### config.mk
export PLATFORM = sky130hd
export DESIGN_NAME = ring_renderer
export DESIGN_NICKNAME = d
export VERILOG_FILES = /design/src/rtl/ring_pkg.sv /design/src/rtl/ring_anim_fsm.sv /design/src/rtl/ring_renderer.sv
export SDC_FILE = /design/constraint.sdc
export NUM_CORES = 1
export LEC_CHECK = 0
export ABC_AREA = 1
export ABC_CLOCK_PERIOD_IN_PS = 13420
export BUFFER_PORTS_ARGS = -buffer_cell sky130_fd_sc_hd__buf_2
export CAP_MARGIN = 0
export CORE_MARGIN = 1.5
export CORE_UTILIZATION = 60
export CTS_CLUSTER_SIZE = 12
export DETAILED_ROUTE_END_ITERATION = 10
export PLACE_DENSITY = 0.79
export SLEW_MARGIN = 40
export SYNTH_ARGS = -nofsm -noshare
export SYNTH_HDL_FRONTEND = slang
export SYNTH_HIERARCHICAL = 1
export SYNTH_SLANG_ARGS = --single-unit
### constraint.sdc
create_clock -name clk25 -period 13.42 [get_ports clk25]
set_input_delay 2.013 -clock clk25 [delete_from_list [all_inputs] [get_ports clk25]]
set_output_delay 2.013 -clock clk25 [all_outputs]
set_load 0.005 [all_outputs]
### src/rtl/ring_pkg.sv
// ---------------------------------------------------------------------------
// ring_pkg
// Shared constants, types and helpers for the ring renderer slice.
//   - RGB565 colour width and the BLACK pixel value
//   - OLED raster geometry (96 x 64 = 6144 pixels)
//   - breathing animation FSM state encoding
//   - sq8: square of a signed 8-bit distance component
// ---------------------------------------------------------------------------
package ring_pkg;

  localparam int RGB_W = 16;
  localparam logic [RGB_W-1:0] BLACK = 16'h0000;

  localparam int OLED_W   = 96;
  localparam int OLED_H   = 64;
  localparam int OLED_PIX = 6144;

  typedef enum logic [1:0] {
    IDLE   = 2'd0,
    GROW   = 2'd1,
    SHRINK = 2'd2
  } anim_state_e;

  // Square of a two's complement byte. The low 16 bits of the product of
  // the sign-extended operands are exact, and |v| <= 128 keeps the result
  // inside 15 bits.
  function automatic logic [14:0] sq8(input logic [7:0] v);
    return 15'({{8{v[7]}}, v} * {{8{v[7]}}, v});
  endfunction

endpackage

### src/rtl/ring_anim_fsm.sv
// ---------------------------------------------------------------------------
// ring_anim_fsm
// Breathing animation: sweeps a radius offset 0 -> ANIM_MAX -> 0 ... one
// step per anim_tick while anim_en is high. Dropping anim_en returns to IDLE
// with a zero offset on the next cycle, regardless of a concurrent tick.
// Ports:
//   clk25     in   pixel clock
//   reset     in   synchronous active-high reset
//   anim_en   in   enable animation
//   anim_tick in   one-cycle step pulse
//   anim_off  out  current radius offset (registered)
// ---------------------------------------------------------------------------
module ring_anim_fsm
  import ring_pkg::*;
#(
  parameter int RAD_W    = 7,
  parameter int ANIM_MAX = 8
) (
  input  logic             clk25,
  input  logic             reset,
  input  logic             anim_en,
  input  logic             anim_tick,
  output logic [RAD_W-1:0] anim_off
);

  localparam logic [RAD_W-1:0] OFF_TOP  = RAD_W'(ANIM_MAX - 1);
  localparam logic [RAD_W-1:0] OFF_ONE  = RAD_W'(1);
  localparam logic [RAD_W-1:0] OFF_ZERO = RAD_W'(0);

  anim_state_e      state_r;
  anim_state_e      state_nxt_s;
  logic [RAD_W-1:0] off_r;
  logic [RAD_W-1:0] off_nxt_s;

  // State and offset registers
  always_ff @(posedge clk25) begin
    if (reset) begin
      state_r <= IDLE;
      off_r   <= OFF_ZERO;
    end else begin
      state_r <= state_nxt_s;
      off_r   <= off_nxt_s;
    end
  end

  // Next-state logic: direction flips when the offset reaches either end
  always_comb begin
    state_nxt_s = state_r;
    if (!anim_en) begin
      state_nxt_s = IDLE;
    end else begin
      case (state_r)
        IDLE: state_nxt_s = GROW;
        GROW: begin
          if (anim_tick && (off_r == OFF_TOP)) state_nxt_s = SHRINK;
          else                                 state_nxt_s = GROW;
        end
        SHRINK: begin
          if (anim_tick && (off_r == OFF_ONE)) state_nxt_s = GROW;
          else                                 state_nxt_s = SHRINK;
        end
        default: state_nxt_s = IDLE;
      endcase
    end
  end

  // Output logic: next offset value
  always_comb begin
    off_nxt_s = off_r;
    if (!anim_en) begin
      off_nxt_s = OFF_ZERO;
    end else begin
      case (state_r)
        IDLE: off_nxt_s = OFF_ZERO;
        GROW: begin
          if (anim_tick) off_nxt_s = off_r + OFF_ONE;
          else           off_nxt_s = off_r;
        end
        SHRINK: begin
          if (anim_tick) off_nxt_s = off_r - OFF_ONE;
          else           off_nxt_s = off_r;
        end
        default: off_nxt_s = OFF_ZERO;
      endcase
    end
  end

  assign anim_off = off_r;

endmodule

### src/rtl/ring_renderer.sv
// ---------------------------------------------------------------------------
// ring_renderer
// Pipelined annulus shader for the OLED raster. A pixel index presented in
// one cycle produces its colour three cycles later, together with the index.
// Centre, radii (plus animation offset) and colour are latched with pixel 0
// so a frame is always drawn with one consistent configuration.
// Ports:
//   clk25           in   pixel clock
//   reset           in   synchronous active-high reset
//   pixel_index     in   raster index, row-major
//   center_x/_y     in   ring centre column / row
//   r_inner/r_outer in   inclusive radii
//   color_in        in   RGB565 ring colour
//   anim_en         in   enable breathing animation
//   anim_tick       in   animation step pulse
//   color           out  RGB565 colour of pixel_index_out
//   pixel_index_out out  pixel_index delayed by three cycles
// ---------------------------------------------------------------------------
module ring_renderer
  import ring_pkg::*;
#(
  parameter int WIDTH    = OLED_W,
  parameter int HEIGHT   = OLED_H,
  parameter int PIX_W    = 13,
  parameter int RAD_W    = 7,
  parameter int ANIM_MAX = 8
) (
  input  logic             clk25,
  input  logic             reset,
  input  logic [PIX_W-1:0] pixel_index,
  input  logic [6:0]       center_x,
  input  logic [5:0]       center_y,
  input  logic [RAD_W-1:0] r_inner,
  input  logic [RAD_W-1:0] r_outer,
  input  logic [RGB_W-1:0] color_in,
  input  logic             anim_en,
  input  logic             anim_tick,
  output logic [RGB_W-1:0] color,
  output logic [PIX_W-1:0] pixel_index_out
);

  localparam int PIPE = 3;
  localparam int SQ_W = 2 * (RAD_W + 1);

  logic [RAD_W-1:0]   anim_off_s;
  logic               frame_start_s;
  logic [6:0]         cx_cur_s;
  logic [5:0]         cy_cur_s;
  logic [6:0]         x_s;
  logic [6:0]         y_s;
  logic signed [7:0]  dx_s;
  logic signed [7:0]  dy_s;
  logic               oob_s;
  logic [SQ_W-1:0]    d2_ext_s;

  // Latched frame configuration
  logic [6:0]         cx_r;
  logic [5:0]         cy_r;
  logic [RAD_W:0]     rin_eff_r;
  logic [RAD_W:0]     rout_eff_r;
  logic [RGB_W-1:0]   col_pend_r;
  logic [SQ_W-1:0]    rin2_r;
  logic [SQ_W-1:0]    rout2_r;
  logic [RGB_W-1:0]   col_r;

  // Pipeline registers
  logic signed [7:0]  dx_r;
  logic signed [7:0]  dy_r;
  logic               oob1_r;
  logic               first1_r;
  logic [14:0]        d2_r;
  logic               oob2_r;
  logic [PIX_W-1:0]   idx_dly_r [0:PIPE-2];

  ring_anim_fsm #(
    .RAD_W    (RAD_W),
    .ANIM_MAX (ANIM_MAX)
  ) u_anim (
    .clk25     (clk25),
    .reset     (reset),
    .anim_en   (anim_en),
    .anim_tick (anim_tick),
    .anim_off  (anim_off_s)
  );

  // Stage-0 decode: pixel 0 sees the incoming centre, not the stale latch
  always_comb begin
    frame_start_s = (pixel_index == {PIX_W{1'b0}});
    if (frame_start_s) begin
      cx_cur_s = center_x;
      cy_cur_s = center_y;
    end else begin
      cx_cur_s = cx_r;
      cy_cur_s = cy_r;
    end
    x_s   = 7'(pixel_index % PIX_W'(WIDTH));
    y_s   = 7'(pixel_index / PIX_W'(WIDTH));
    dx_s  = $signed({1'b0, x_s}) - $signed({1'b0, cx_cur_s});
    dy_s  = $signed({1'b0, y_s}) - $signed({2'b00, cy_cur_s});
    oob_s = (pixel_index >= PIX_W'(WIDTH * HEIGHT));
  end

  // Frame latch. Squared radii and colour move to the compare stage one
  // cycle after pixel 0 is captured, i.e. exactly when pixel 0 reaches
  // stage 2, so the last pixels of the previous frame keep the old values.
  always_ff @(posedge clk25) begin
    if (reset) begin
      cx_r       <= 7'd0;
      cy_r       <= 6'd0;
      rin_eff_r  <= {(RAD_W+1){1'b0}};
      rout_eff_r <= {(RAD_W+1){1'b0}};
      col_pend_r <= BLACK;
      rin2_r     <= {SQ_W{1'b0}};
      rout2_r    <= {SQ_W{1'b0}};
      col_r      <= BLACK;
    end else begin
      if (frame_start_s) begin
        cx_r       <= center_x;
        cy_r       <= center_y;
        rin_eff_r  <= {1'b0, r_inner} + {1'b0, anim_off_s};
        rout_eff_r <= {1'b0, r_outer} + {1'b0, anim_off_s};
        col_pend_r <= color_in;
      end
      if (first1_r) begin
        rin2_r  <= {{(RAD_W+1){1'b0}}, rin_eff_r}  * {{(RAD_W+1){1'b0}}, rin_eff_r};
        rout2_r <= {{(RAD_W+1){1'b0}}, rout_eff_r} * {{(RAD_W+1){1'b0}}, rout_eff_r};
        col_r   <= col_pend_r;
      end
    end
  end

  // Stage 1: centre-relative coordinates
  always_ff @(posedge clk25) begin
    if (reset) begin
      dx_r     <= 8'sd0;
      dy_r     <= 8'sd0;
      oob1_r   <= 1'b0;
      first1_r <= 1'b0;
    end else begin
      dx_r     <= dx_s;
      dy_r     <= dy_s;
      oob1_r   <= oob_s;
      first1_r <= frame_start_s;
    end
  end

  // Stage 2: squared distance
  always_ff @(posedge clk25) begin
    if (reset) begin
      d2_r   <= 15'd0;
      oob2_r <= 1'b0;
    end else begin
      d2_r   <= sq8(dx_r) + sq8(dy_r);
      oob2_r <= oob1_r;
    end
  end

  // Index delay line for stages 1 and 2
  always_ff @(posedge clk25) begin
    if (reset) begin
      for (int i = 0; i < PIPE - 1; i++) idx_dly_r[i] <= {PIX_W{1'b0}};
    end else begin
      idx_dly_r[0] <= pixel_index;
      for (int i = 1; i < PIPE - 1; i++) idx_dly_r[i] <= idx_dly_r[i-1];
    end
  end

  // Zero-extended distance for comparison against squared radii
  always_comb begin
    d2_ext_s = SQ_W'(d2_r);
  end

  // Stage 3: annulus test and registered outputs
  always_ff @(posedge clk25) begin
    if (reset) begin
      color           <= BLACK;
      pixel_index_out <= {PIX_W{1'b0}};
    end else begin
      if (!oob2_r && (d2_ext_s >= rin2_r) && (d2_ext_s <= rout2_r)) color <= col_r;
      else                                                          color <= BLACK;
      pixel_index_out <= idx_dly_r[PIPE-2];
    end
  end

endmodule

Word level (Yosys, flattened, before mapping)

Memory sizes are Yosys's and may differ from the RTL's. A register that Yosys moved wholly into a read port is not among the register bits.
Index checks and enable logic that the tools add are counted.

Bitwise logic cells: 4
Mux-type cells: 13
$add $sub $neg: 7
Magnitude comparators: 3
Reductions and logical operators: 10
Equal/unequal tests: 6
Shift operators: 0
Divide/modulo/power cells: 2
Multiply operators: 4

Operator list:

| operator                                                                  | count |
|---|---|
| 8-bit by 8-bit multiplier with 16-bit output                              | 2 |
| 8-bit by 8-bit multiplier with 15-bit output                              | 2 |
| 13-bit 2-to-1 mux                                                         | 2 |
| 7-bit 2-to-1 mux                                                          | 3 |
| 7-bit by 7-bit adder with 8-bit output                                    | 2 |
| 15-bit by 16-bit greater-or-equal comparator with 1-bit output            | 1 |
| 15-bit by 16-bit <= comparator with 1-bit output                          | 1 |
| 15-bit adder                                                              | 1 |
| 7-bit case mux with 2 select lines                                        | 1 |
| 13-bit by 7-bit divider with 13-bit output (second input constant)        | 1 |
| 13-bit greater-or-equal comparator (second input constant)                | 1 |
| 13-bit zero test                                                          | 1 |
| 13-bit by 7-bit remainder unit with 13-bit output (second input constant) | 1 |
| 7-bit by 6-bit subtractor with 8-bit output                               | 1 |
| 7-bit by 7-bit subtractor with 8-bit output                               | 1 |
| 7-bit by 1-bit adder with 7-bit output (second input constant)            | 1 |
| 7-bit by 1-bit equality test with 1-bit output (second input constant)    | 1 |
| 7-bit by 3-bit equality test with 1-bit output (second input constant)    | 1 |
| 7-bit by 1-bit subtractor with 7-bit output (second input constant)       | 1 |
| 6-bit 2-to-1 mux                                                          | 1 |
| 2-bit case mux with 3 select lines                                        | 1 |
| 1-bit logical AND                                                         | 4 |
| 2-bit 2-to-1 mux                                                          | 2 |
| 2-bit inequality test (second input constant)                             | 2 |
| 9 further kinds                                                           | 14 |

Memories: 1
Bits of input ports: 60
Logic and storage cells: 67
RAM bits: 26
Register bits: 152
Bits in latches: 0
ROM bits: 0

Memories:

| memory    | words | bits a word | rd ports | clocked after Yosys merged registers in | write ports | RTL line            | text |
|---|---|---|---|---|---|---|---|
| idx_dly_r | 2     | 13          | 2        | 1                                       | 2           | ring_renderer.sv:73 | `logic [PIX_W-1:0] idx_dly_r [0:PIPE-2];` |

Logic depth before layout (Yosys ltp)

Gate-level depths: netlist (run 1).

Depth in word-level cells: 5
Depth in mapped cells: 28

Hierarchy

Netlist (run 1), hierarchy kept.

By module, submodules not included:

| module        | instances | seq. area each (um2) | cells an instance | area each (um2) |
|---|---|---|---|---|
| ring_renderer | 1         | 3603.5               | 1819              | 14730.4 |
| ring_anim_fsm | 1         | 180.2                | 124               | 800.8 |

Worst setup path after synthesis (run 1)

OpenSTA, ideal clock, no wires.

Kind: register to register
Start point: register dy_r[7]
End point: register d2_r[14]
Path buffers: 1
Arrival time: 5.459 ns
Slack: 7.849 ns
Stages on the path, launching flop included: 25
Cell sequence: dfxtp_1 clkbuf_1 nand2_1 inv_1 fa_1 fa_1 inv_1 fa_1 fa_1 fa_1 inv_1 fa_1 ha_1 a21oi_1 nor2_1 a211oi_1 a21boi_0 o21ai_0 nand2_1 a21oi_1 nor2_1 nor2_1 nand2_1 nand2_1 nor2_1

Longest elaborated chain between the ends: 2

RTL lines:

| element                                      | RTL line             | text |
|---|---|---|
| start, declared                              | ring_renderer.sv:68  | `logic signed [7:0] dy_r;` |
| start signal, assigned                       | ring_renderer.sv:141 | `dy_r <= dy_s;` |
| 8-bit by 8-bit multiplier with 15-bit output | ring_pkg.sv:28       | `return 15'({{8{v[7]}}, v} * {{8{v[7]}}, v});` |
| 15-bit adder                                 | ring_renderer.sv:153 | `d2_r <= sq8(dx_r) + sq8(dy_r);` |
| end signal, assigned                         | ring_renderer.sv:153 |  |
| end, declared                                | ring_renderer.sv:71  | `logic [14:0] d2_r;` |

Every way passes these cells.
A chain may end at the register's enable or synchronous reset.

Worst setup path in the final report (run 1)

Ends and elaborated chain as after synthesis.

==> results of run 1 <==
per-stage QoR:
stage	hold slack, ps	setup WS (ps)	cells
global route	421.4	6767	2321
finish	407.1	7373	2321
CTS	406.7	7380	2321
floorplan	388.3	7849	1943
global placement	391.5	7584	2289
detailed placement	395.0	7451	2289
cells in the mapped netlist, types with 2 or more instances:
master / n
fa_1: 161
a21oi_2: 3
o211ai_1: 5
xor2_1: 35
a21oi_1: 128
nand3_1: 35
o21ai_2: 3
dfxtp_1: 189
buf_1: 10
buf_6: 2
nor3_1: 12
or2_2: 6
o21bai_1: 2
buf_2: 4
o21ai_0: 112
inv_1: 456
clkbuf_1: 59
o21a_1: 2
xnor2_1: 28
nand2_2: 9
a211oi_1: 9
nand4_1: 8
nand2_1: 232
o21ai_1: 8
nor2_2: 4
a31oi_1: 3
inv_2: 4
mux2i_1: 10
ha_1: 169
nor2_1: 206
o22ai_1: 3
a21boi_0: 2
a21o_1: 5
o31ai_1: 2
path summary, 6_finish.rpt:
kind | start | endpoint | slack, ps | depth (start not counted)
min | idx_dly_r[0][7] | idx_dly_r[1][7] | 410 | 2
max reg2reg | dy_r[7] | d2_r[14] | 7370 | 23
max | dy_r[7] | d2_r[14] | 7370 | 23
min reg2reg | idx_dly_r[0][7] | idx_dly_r[1][7] | 410 | 2
routing by layer:
layer	GRT usage (%)	up-vias	wire length [µm]
li1	-	5966	-
met4	6.281	0	559
met3	4.823	41	1737
met2	44.42	240	15470
met1	33.10	5663	14130
met5	0	-	0
report_power, final:
| part | total, mW | internal (mW) | switching (mW) |
|---|---|---|---|
| combinational | 0.828 | 0.349 | 0.479 |
| clock | 0.531 | 0.258 | 0.273 |
| sequential | 0.622 | 0.590 | 0.0320 |
| total | 1.98 | 1.20 | 0.784 |
cell families after synthesis:
kind of cell             Yosys count  share of synthesized area [%]
AO/OA/AOI/OAI                    292                          10.17
XOR/XNOR                          63                          3.553
adder cells (fa/ha/maj)          330                          34.37
buffers and inverters            537                          13.15
flip-flops                       189                          24.36
multiplexers                      10                         0.6445
AND/OR/NAND/NOR                  522                          13.75
worst max-delay path: cells and delay by family (launching register included):
kind                       cells  cell delay (ps)
buffers and inverters          3              450
DFF                            1              540
AOI/OAI and AO/OA              5              940
adders and majority gates      7             3380
and+or+nand+nor                8              630
sequential cells by signal (all words and copies together) (netlist names), 8 cells and up:
register         count
rout2_r             15
col_pend_r          16
rin2_r              15
color               16
col_r               16
rin_eff_r            8
dy_r                 8
d2_r                15
pixel_index_out     13
dx_r                 8
rout_eff_r           8
idx_dly_r           26
final cells by class:
| type | instances | area [µm²] | area share, % |
|---|---|---|---|
| multi-input combinational | 1217 | 9713 | 58.01 |
| sequential | 189 | 3784 | 22.60 |
| inverter | 461 | 1735 | 10.36 |
| timing repair buffer | 92 | 473.0 | 2.824 |
| clock buffer | 17 | 425.4 | 2.541 |
| tap | 330 | 412.9 | 2.466 |
| clock inverter | 15 | 201.4 | 1.203 |
==> flow_summary.toml, run 1 <==
[global_route]
grt_usage_pct = 25.68
overflow = 0
grt_max_degree = 84
grt_pass1_wl_um = 54990
grt_pass1_vias = 12090
antenna_found_initial = 0

[cells_and_area]
syn2layout_area_growth_pct = 7.814
final_area_um2 = 16740
diodes = 0
final_cell_mix = "inv_1 (454), nand2_1 (231), nor2_1 (206), dfxtp_1 (189), ha_1 (169)"
final_common_cell = "inv_1"
final_layout_size_suffix_gt1_share_pct = 8.187
fin_nets = 2368
fin_util_pct = 66.12
nFillCells = 2038

[placed_design]
portBuffers = 88
dp_hpwl_um = 24860
place.gp.congestion = 0.8480
place_area_um2 = 16110

[clock_tree]
post_cts_resized = 0
post_cts_buffers = 0
cts_tree = "done"
insertion_delay_ps = 450
clk_pin_slew_ps = 90
cts_hold_buf = 0
cts_buffers = 17
cts_htree_levels = 4
cts_root_buf = "clkbuf_16"
cts_buffer_depth = 2
cts_sinks = 189

[die]
core-area_um2 = 25330
die_y_um = 163.9
fp.dieW_um = 163.9
rows = 58
ios = 89
initial_utilization_pct = 61.32
die_area_um2 = 26860

[worst_setup_path]
path_cells = "nand2_1 > inv_1 > fa_1 > fa_1 > inv_1 > fa_1 > fa_1 > fa_1 > inv_1 > fa_1 > ha_1 > a21oi_1 > nor2_1 > a211oi_1 > a21boi_0 > o21ai_0 > nand2_1 > a21oi_1 > nor2_1 > nor2_1 > nand2_1 > nand2_1 > nor2_1"
crit_fanout = 10
arrival_ps = 6390
start_kind = "register"
path_common_cell = "fa_1"
crit_slowest_cell = "fa_1"
cp-end-kind = "register"
crit_required_ps = 13760
worst_path_largest_cell_delay_ps = 550
critical_path_class = "register to register"

[yosys]
synth-seq-cells = 189
yosysWarnings = 6
synth_fp_nets = 2333
synth_area_leader_cell = "dfxtp_1"
synth_edf_count = 0
syn_area_um2 = 15530
synth.area.top_cells = "dfxtp_1 (24%), fa_1 (21%), ha_1 (14%)"
avgSynthCellArea_um2 = 7.993
syn_inst = 1943
async_reset_ff_share_pct = 0
synth.distinct_cells = 51
synth_top_area_share_pct = 24.36
synth_flop_cell = "dfxtp_1"
seq_area_frac_synth_pct = 24.36

[drt]
via_per_inst = 5.131
vias = 11910
detail_route.drc_violations = 0
wirelength_um = 31900
dr.pass1.iters = 5
post_drt_wl_per_cell_um = 13.74
antenna_left = 0
initialDrtViolationCount = 668

[flow_run]
max-cap-violations = 0

[status]
status = "finished clean"

[sta]
tns_ps = 0
rsz0062_at_grt = "false"
tightest_slew_ps = 675.3
relSlewSlack_pct = 54.98
final.min_clock_period_ps = 6047
drv_slew = 0
period_share_pct = 45.06
setup-violations-final = 0
fin_skew_ps = 17.26
clock.fmax_ghz = 0.1654
hold_viol_final = 0

[power]
leakage_nw = 9.308
finalPower_mw = 1.981
p_per_area_nw_per_um2 = 118.3
ir_drop_v = 0.0001292

[min_path]
holdCritPathClass = "register to register"
Power figures use the tool's default switching activity.
==> run 2: changes to the inputs <==
ABC_CLOCK_PERIOD_IN_PS = 5300   (was 13420)
CORE_UTILIZATION = 57   (was 60)
PLACE_DENSITY = 0.78   (was 0.79)
clock period = 5.3 ns   (was 13.42 ns; I/O delays follow)
==> flow_summary.toml, run 2 (synthesis gave the netlist of run 1 again) <==
[global_route]
use_met2_pct = 42.32
grt.busiest_layer = "met2"
use_met1_pct = 31.01
use_met3_pct = 3.832
grt_max_degree = 84
grt_usage_pct = 24.22
grt_pass1_vias = 12580
grt_pass1_wl_um = 56100
overflow = 0
antenna_found_initial = 1

[die]
fp.dieW_um = 168.1
initial_utilization_pct = 57.79
rows = 60
die_y_um = 168.1
core-area_um2 = 26880
die_area_um2 = 28250
ios = 89

[cells_and_area]
final_common_cell = "inv_1"
final_cell_mix = "inv_1 (444), nand2_1 (224), nor2_1 (202), dfxtp_1 (179), ha_1 (163)"
fin_nets = 2428
fin_util_pct = 64.72
final_layout_size_suffix_gt1_share_pct = 13.36
diodes = 0
largest-register = "idx_dly_r"
final_area_um2 = 17390
largest_reg_flops = 26
syn2layout_area_growth_pct = 12.00

[worst_setup_path]
crit_required_ps = 5670
worst_path_largest_cell_delay_ps = 570
cp_num_buf_inv = 10
critical_path_class = "register to register"
cp-end-kind = "register"
crit_slowest_cell = "fa_1"
crit_fanout = 6
r2r_setup_slack_ps = 30
crit_family = "adder cells"
arrival_ps = 5640
start_kind = "register"
path_common_cell = "buf_4"
path_cells = "buf_4 > nand2_2 > inv_2 > fa_1 > inv_1 > fa_1 > fa_1 > fa_1 > fa_1 > fa_1 > inv_2 > ha_4 > nand2_4 > nor2_2 > a211oi_2 > buf_4 > buf_4 > buf_4 > buf_4 > buf_4 > buf_4 > nand2_1 > o21ai_1 > nor2_1"

[status]
status = "finished clean"

[drt]
via_per_inst = 5.088
dr.pass1.iters = 5
detail_route.drc_violations = 0
vias = 12170
antenna_left = 0
wirelength_um = 32630
post_drt_wl_per_cell_um = 13.64
initialDrtViolationCount = 588

[power]
switchingPower_mw = 2.250
internal_power_mw = 3.528
p_seq_share_pct = 26.9
p_per_area_nw_per_um2 = 332.2
leakage_nw = 9.593
pwr-share-clk_pct = 23.0
combPwrFrac_pct = 50.2
finalPower_mw = 5.778
switching_share_pct = 38.94
ir_drop_v = 0.0003887

[sta]
tightest_slew_ps = 759.7
setup-violations-final = 0
hold_viol_final = 0
setup_ws_ps = 33.24
fin_skew_ps = 14.96
relSlewSlack_pct = 49.21
rsz0062_at_grt = "true"
clock.fmax_ghz = 0.1899
period_share_pct = 99.37
final.min_clock_period_ps = 5267
drv_slew = 0

[min_path]
holdCritPathClass = "register to register"

[clock_tree]
cts_root_buf = "clkbuf_16"
cts_buffer_depth = 2
insertion_delay_ps = 450
cts_sinks = 189
cts_hold_buf = 0
cts_tree = "done"
cts_htree_levels = 4
cts_buffers = 17
clk_pin_slew_ps = 90

[flow_run]
max-cap-violations = 0

[placed_design]
dp_hpwl_um = 25450
portBuffers = 88
place.gp.congestion = 0.8525
place_area_um2 = 16530
dp_slack_ps = -197.9
run 2: changes by cell type in the layout (fill, tap and decap cells not counted), sizes merged:
cell / before / now
buf: 92 / 152
clkinvlp: 0 / 1
inv: 467 / 466
run 2: worst register-to-register path: stages (launching register included):
cell	delay, ps
dfxtp_4	370
buf_4	160
nand2_2	70
inv_2	40
fa_1	470
inv_1	50
fa_1	470
fa_1	530
fa_1	570
fa_1	440
fa_1	520
inv_2	50
ha_4	280
nand2_4	50
nor2_2	110
a211oi_2	50
buf_4	130
buf_4	120
buf_4	120
buf_4	120
buf_4	120
buf_4	120
nand2_1	50
o21ai_1	60
nor2_1	130
run 2: layer usage:
| layer | part of all wire [%] | vias to the layer above |
|---|---|---|
| met2 | 49 | 218 |
| met4 | 1.7 | 0 |
| li1 | - | 6112 |
| met1 | 45 | 5792 |
| met5 | 0 | - |
| met3 | 4.0 | 48 |
run 2: worst paths after layout:
path	start	end	cells after the start
worst max-delay path	dy_r[7]	d2_r[10]	24
worst min-delay path	idx_dly_r[0][4]	idx_dly_r[1][4]	2
worst max register to register	dy_r[7]	d2_r[10]	24
worst min register to register	idx_dly_r[0][4]	idx_dly_r[1][4]	2
run 2: cell type report:
| cell class | instances | area [µm²] |
|---|---|---|
| clock buffers | 17 | 425.4 |
| clock inverters | 15 | 193.9 |
| fillers | 2181 | 9482 |
| inverters | 461 | 1742 |
| multi-input cells | 1217 | 9876 |
| flip-flops and latches | 189 | 3804 |
| well taps | 341 | 426.7 |
| repair buffers | 152 | 927.1 |
run 2: stage by stage:
stage	instances	setup TNS, ps	hold WS [ps]
final	2392	0	400.5
after global routing	2392	-441.3	421.2
after CTS	2391	-29.67	403.6
after detailed placement	2352	-399.7	393.7
after global placement	2352	-49.38	389.6
after floorplan	1943	0	388.3
run 2: power by group through the flow:
stage / Sequential, mW / Clock, mW / Combinational, mW
2_1_floorplan: 1.55 / 0 / 1.65
3_3_place_gp: 1.58 / 0 / 2.31
3_5_place_dp: 1.58 / 0 / 2.41
4_1_cts: 1.55 / 1.34 / 2.66
5_1_grt: 1.56 / 1.40 / 3.25
6_report: 1.55 / 1.33 / 2.90
run 2: timing repair:
action,in CTS,in global routing
endpoints found under the setup margin,4,5
pin swaps,33,26
buffers inserted,8,1
resized for setup,33,26
==> run 3: changes to the inputs <==
ABC_AREA = 0   (was 1)
==> flow_summary.toml, run 3 <==
[sta]
final.min_clock_period_ps = 5304
drv_slew = 0
tns_ps = -4.404
clock.fmax_ghz = 0.1885
period_share_pct = 100.1
tightest_slew_ps = 826.5
hold_viol_final = 0
rsz0062_at_grt = "true"
fin_skew_ps = 19.30
relSlewSlack_pct = 44.90
setup-violations-final = 1
setup_ws_ps = -4.404

[drt]
detail_route.drc_violations = 0
post_drt_wl_per_cell_um = 15.03
via_per_inst = 5.360
initialDrtViolationCount = 542
antenna_left = 0
vias = 11770
wirelength_um = 33000
dr.pass1.iters = 5

[yosys]
synth_top_area_share_pct = 23.94
syn_area_um2 = 15810
yosys-top-cells-count = "inv_1 (228), dfxtp_1 (189), ha_1 (169)"
synth_fp_nets = 2120
seq_area_frac_synth_pct = 23.94
synth_flop_cell = "dfxtp_1"
avgSynthCellArea_um2 = 9.137
synth_most_common_cell = "inv_1"
yosysWarnings = 6
synth-seq-cells = 189
synth.distinct_cells = 73
syn_inst = 1730
synth_edf_count = 0
synth_area_leader_cell = "dfxtp_1"
synth.area.top_cells = "dfxtp_1 (24%), fa_1 (20%), ha_1 (13%)"
async_reset_ff_share_pct = 0

[placed_design]
portBuffers = 88
place.gp.congestion = 0.8419
dp_hpwl_um = 25120
dp_cells = 2161

[status]
status = "finished with violations"
violations = "setup timing"

[global_route]
overflow = 0
antenna_found_initial = 0
grt_max_degree = 88
grt_usage_pct = 24.21
grt_pass1_vias = 12040
grt_pass1_wl_um = 56320

[worst_setup_path]
cp-end-kind = "register"
path_cells = "and2_4 > fa_1 > inv_1 > fa_1 > fa_1 > fa_1 > fa_1 > fa_1 > inv_1 > ha_2 > or3_4 > or3_4 > a221oi_4 > buf_4 > xor2_2 > nor2_1"
worst_path_largest_cell_delay_ps = 560
start_kind = "register"
path_common_cell = "fa_1"
crit_slowest_cell = "fa_1"
crit_family = "adder cells"
crit_fanout = 5
cp_num_buf_inv = 3
arrival_ps = 5620
crit_required_ps = 5620
critical_path_class = "register to register"

[cells_and_area]
diodes = 0
largest-register = "idx_dly_r"
fin_nets = 2201
syn2layout_area_growth_pct = 11.16
fin_util_pct = 64.83
largest_reg_flops = 26
final_common_cell = "inv_1"
multi_input_comb_area_um2 = 10990
nFillCells = 2127
seqCellArea_um2 = 3820
final_layout_size_suffix_gt1_share_pct = 13.71
stdcell_count = 2196
final_cell_mix = "inv_1 (223), dfxtp_1 (174), ha_1 (163), fa_1 (154), nand2_1 (138)"

[clock_tree]
cts_buffer_depth = 2
clk_pin_slew_ps = 90
cts_htree_levels = 4
cts_root_buf = "clkbuf_16"
insertion_delay_ps = 450
cts_sinks = 189
cts_hold_buf = 0
cts_buffers = 17
cts_tree = "done"

[die]
die_y_um = 169.5
initial_utilization_pct = 58.32
core-area_um2 = 27100
ios = 89
rows = 60
fp.dieW_um = 169.5
die_area_um2 = 28740

[flow_run]
max-cap-violations = 0

[power]
p_per_area_nw_per_um2 = 302.0
leakage_nw = 8.271
ir_drop_v = 0.0003280
finalPower_mw = 5.307

[min_path]
holdCritPathClass = "register to register"
[run 3: final timing paths]
| check | start | endpoint | cells past startpoint | slack (ps) |
|---|---|---|---|---|
| worst min register to register | col_r[8] | color[8] | 2 | 430 |
| worst min-delay path | col_r[8] | color[8] | 2 | 430 |
| worst max-delay path | dx_r[6] | d2_r[12] | 16 | -4 |
| worst max register to register | dx_r[6] | d2_r[12] | 16 | -4 |
[run 3: layout make-up]
class | instances | share of cell area, %
timing repair buffer | 135 | 4.664
multi-input combinational | 1237 | 62.54
sequential | 189 | 21.74
inverter | 231 | 4.935
clock buffer | 17 | 2.421
tap | 372 | 2.649
clock inverter | 15 | 1.047
[run 3: layer usage]
metal | share of wire, % | track usage [%]
met1 | 45 | 30.95
met3 | 4.2 | 3.848
met5 | 0 | 0
met4 | 1.3 | 5.541
met2 | 50 | 43.03
[run 3: tightest hold or removal path, cell delays in order (launching register included)]
cell and delay (ps):
dfxtp_1 320, nand2_1 50, nor2_1 30
[run 3: timing repair]
item | in CTS | in global routing
endpoints found under the setup margin | 2 | 3
resized for setup | 27 | 24
hold endpoints to repair | 0 | 0
pin swaps | 18 | 9
buffers inserted | 3 | 0
[run 3: stage by stage]
stage / instance area [µm²] / setup slack, ps / hold WS, ps
2_1_floorplan: 15900 / 3.080 / 409.0
3_3_place_gp: 16770 / -54.60 / 417.5
3_5_place_dp: 16790 / -133.0 / 423.7
4_1_cts: 17470 / -4.739 / 430.9
5_1_grt: 17570 / -195.0 / 440.8
6_report: 17570 / -4.404 / 430.1
[run 3: cell families after synthesis]
group | Yosys count | synth area share [%]
fa+ha+maj | 330 | 33.77
flops | 189 | 23.94
buf+inv | 304 | 7.504
xor+xnor | 83 | 4.599
mux | 51 | 3.285
simple gates | 544 | 17.36
compound gates | 229 | 9.547
[run 3: where the power goes]
group	internal, mW	switching, mW	total [mW]	leakage, nW
Sequential	1.50	0.0547	1.55	1.54
Clock	0.686	0.659	1.34	0.298
Combinational	1.10	1.31	2.41	6.43
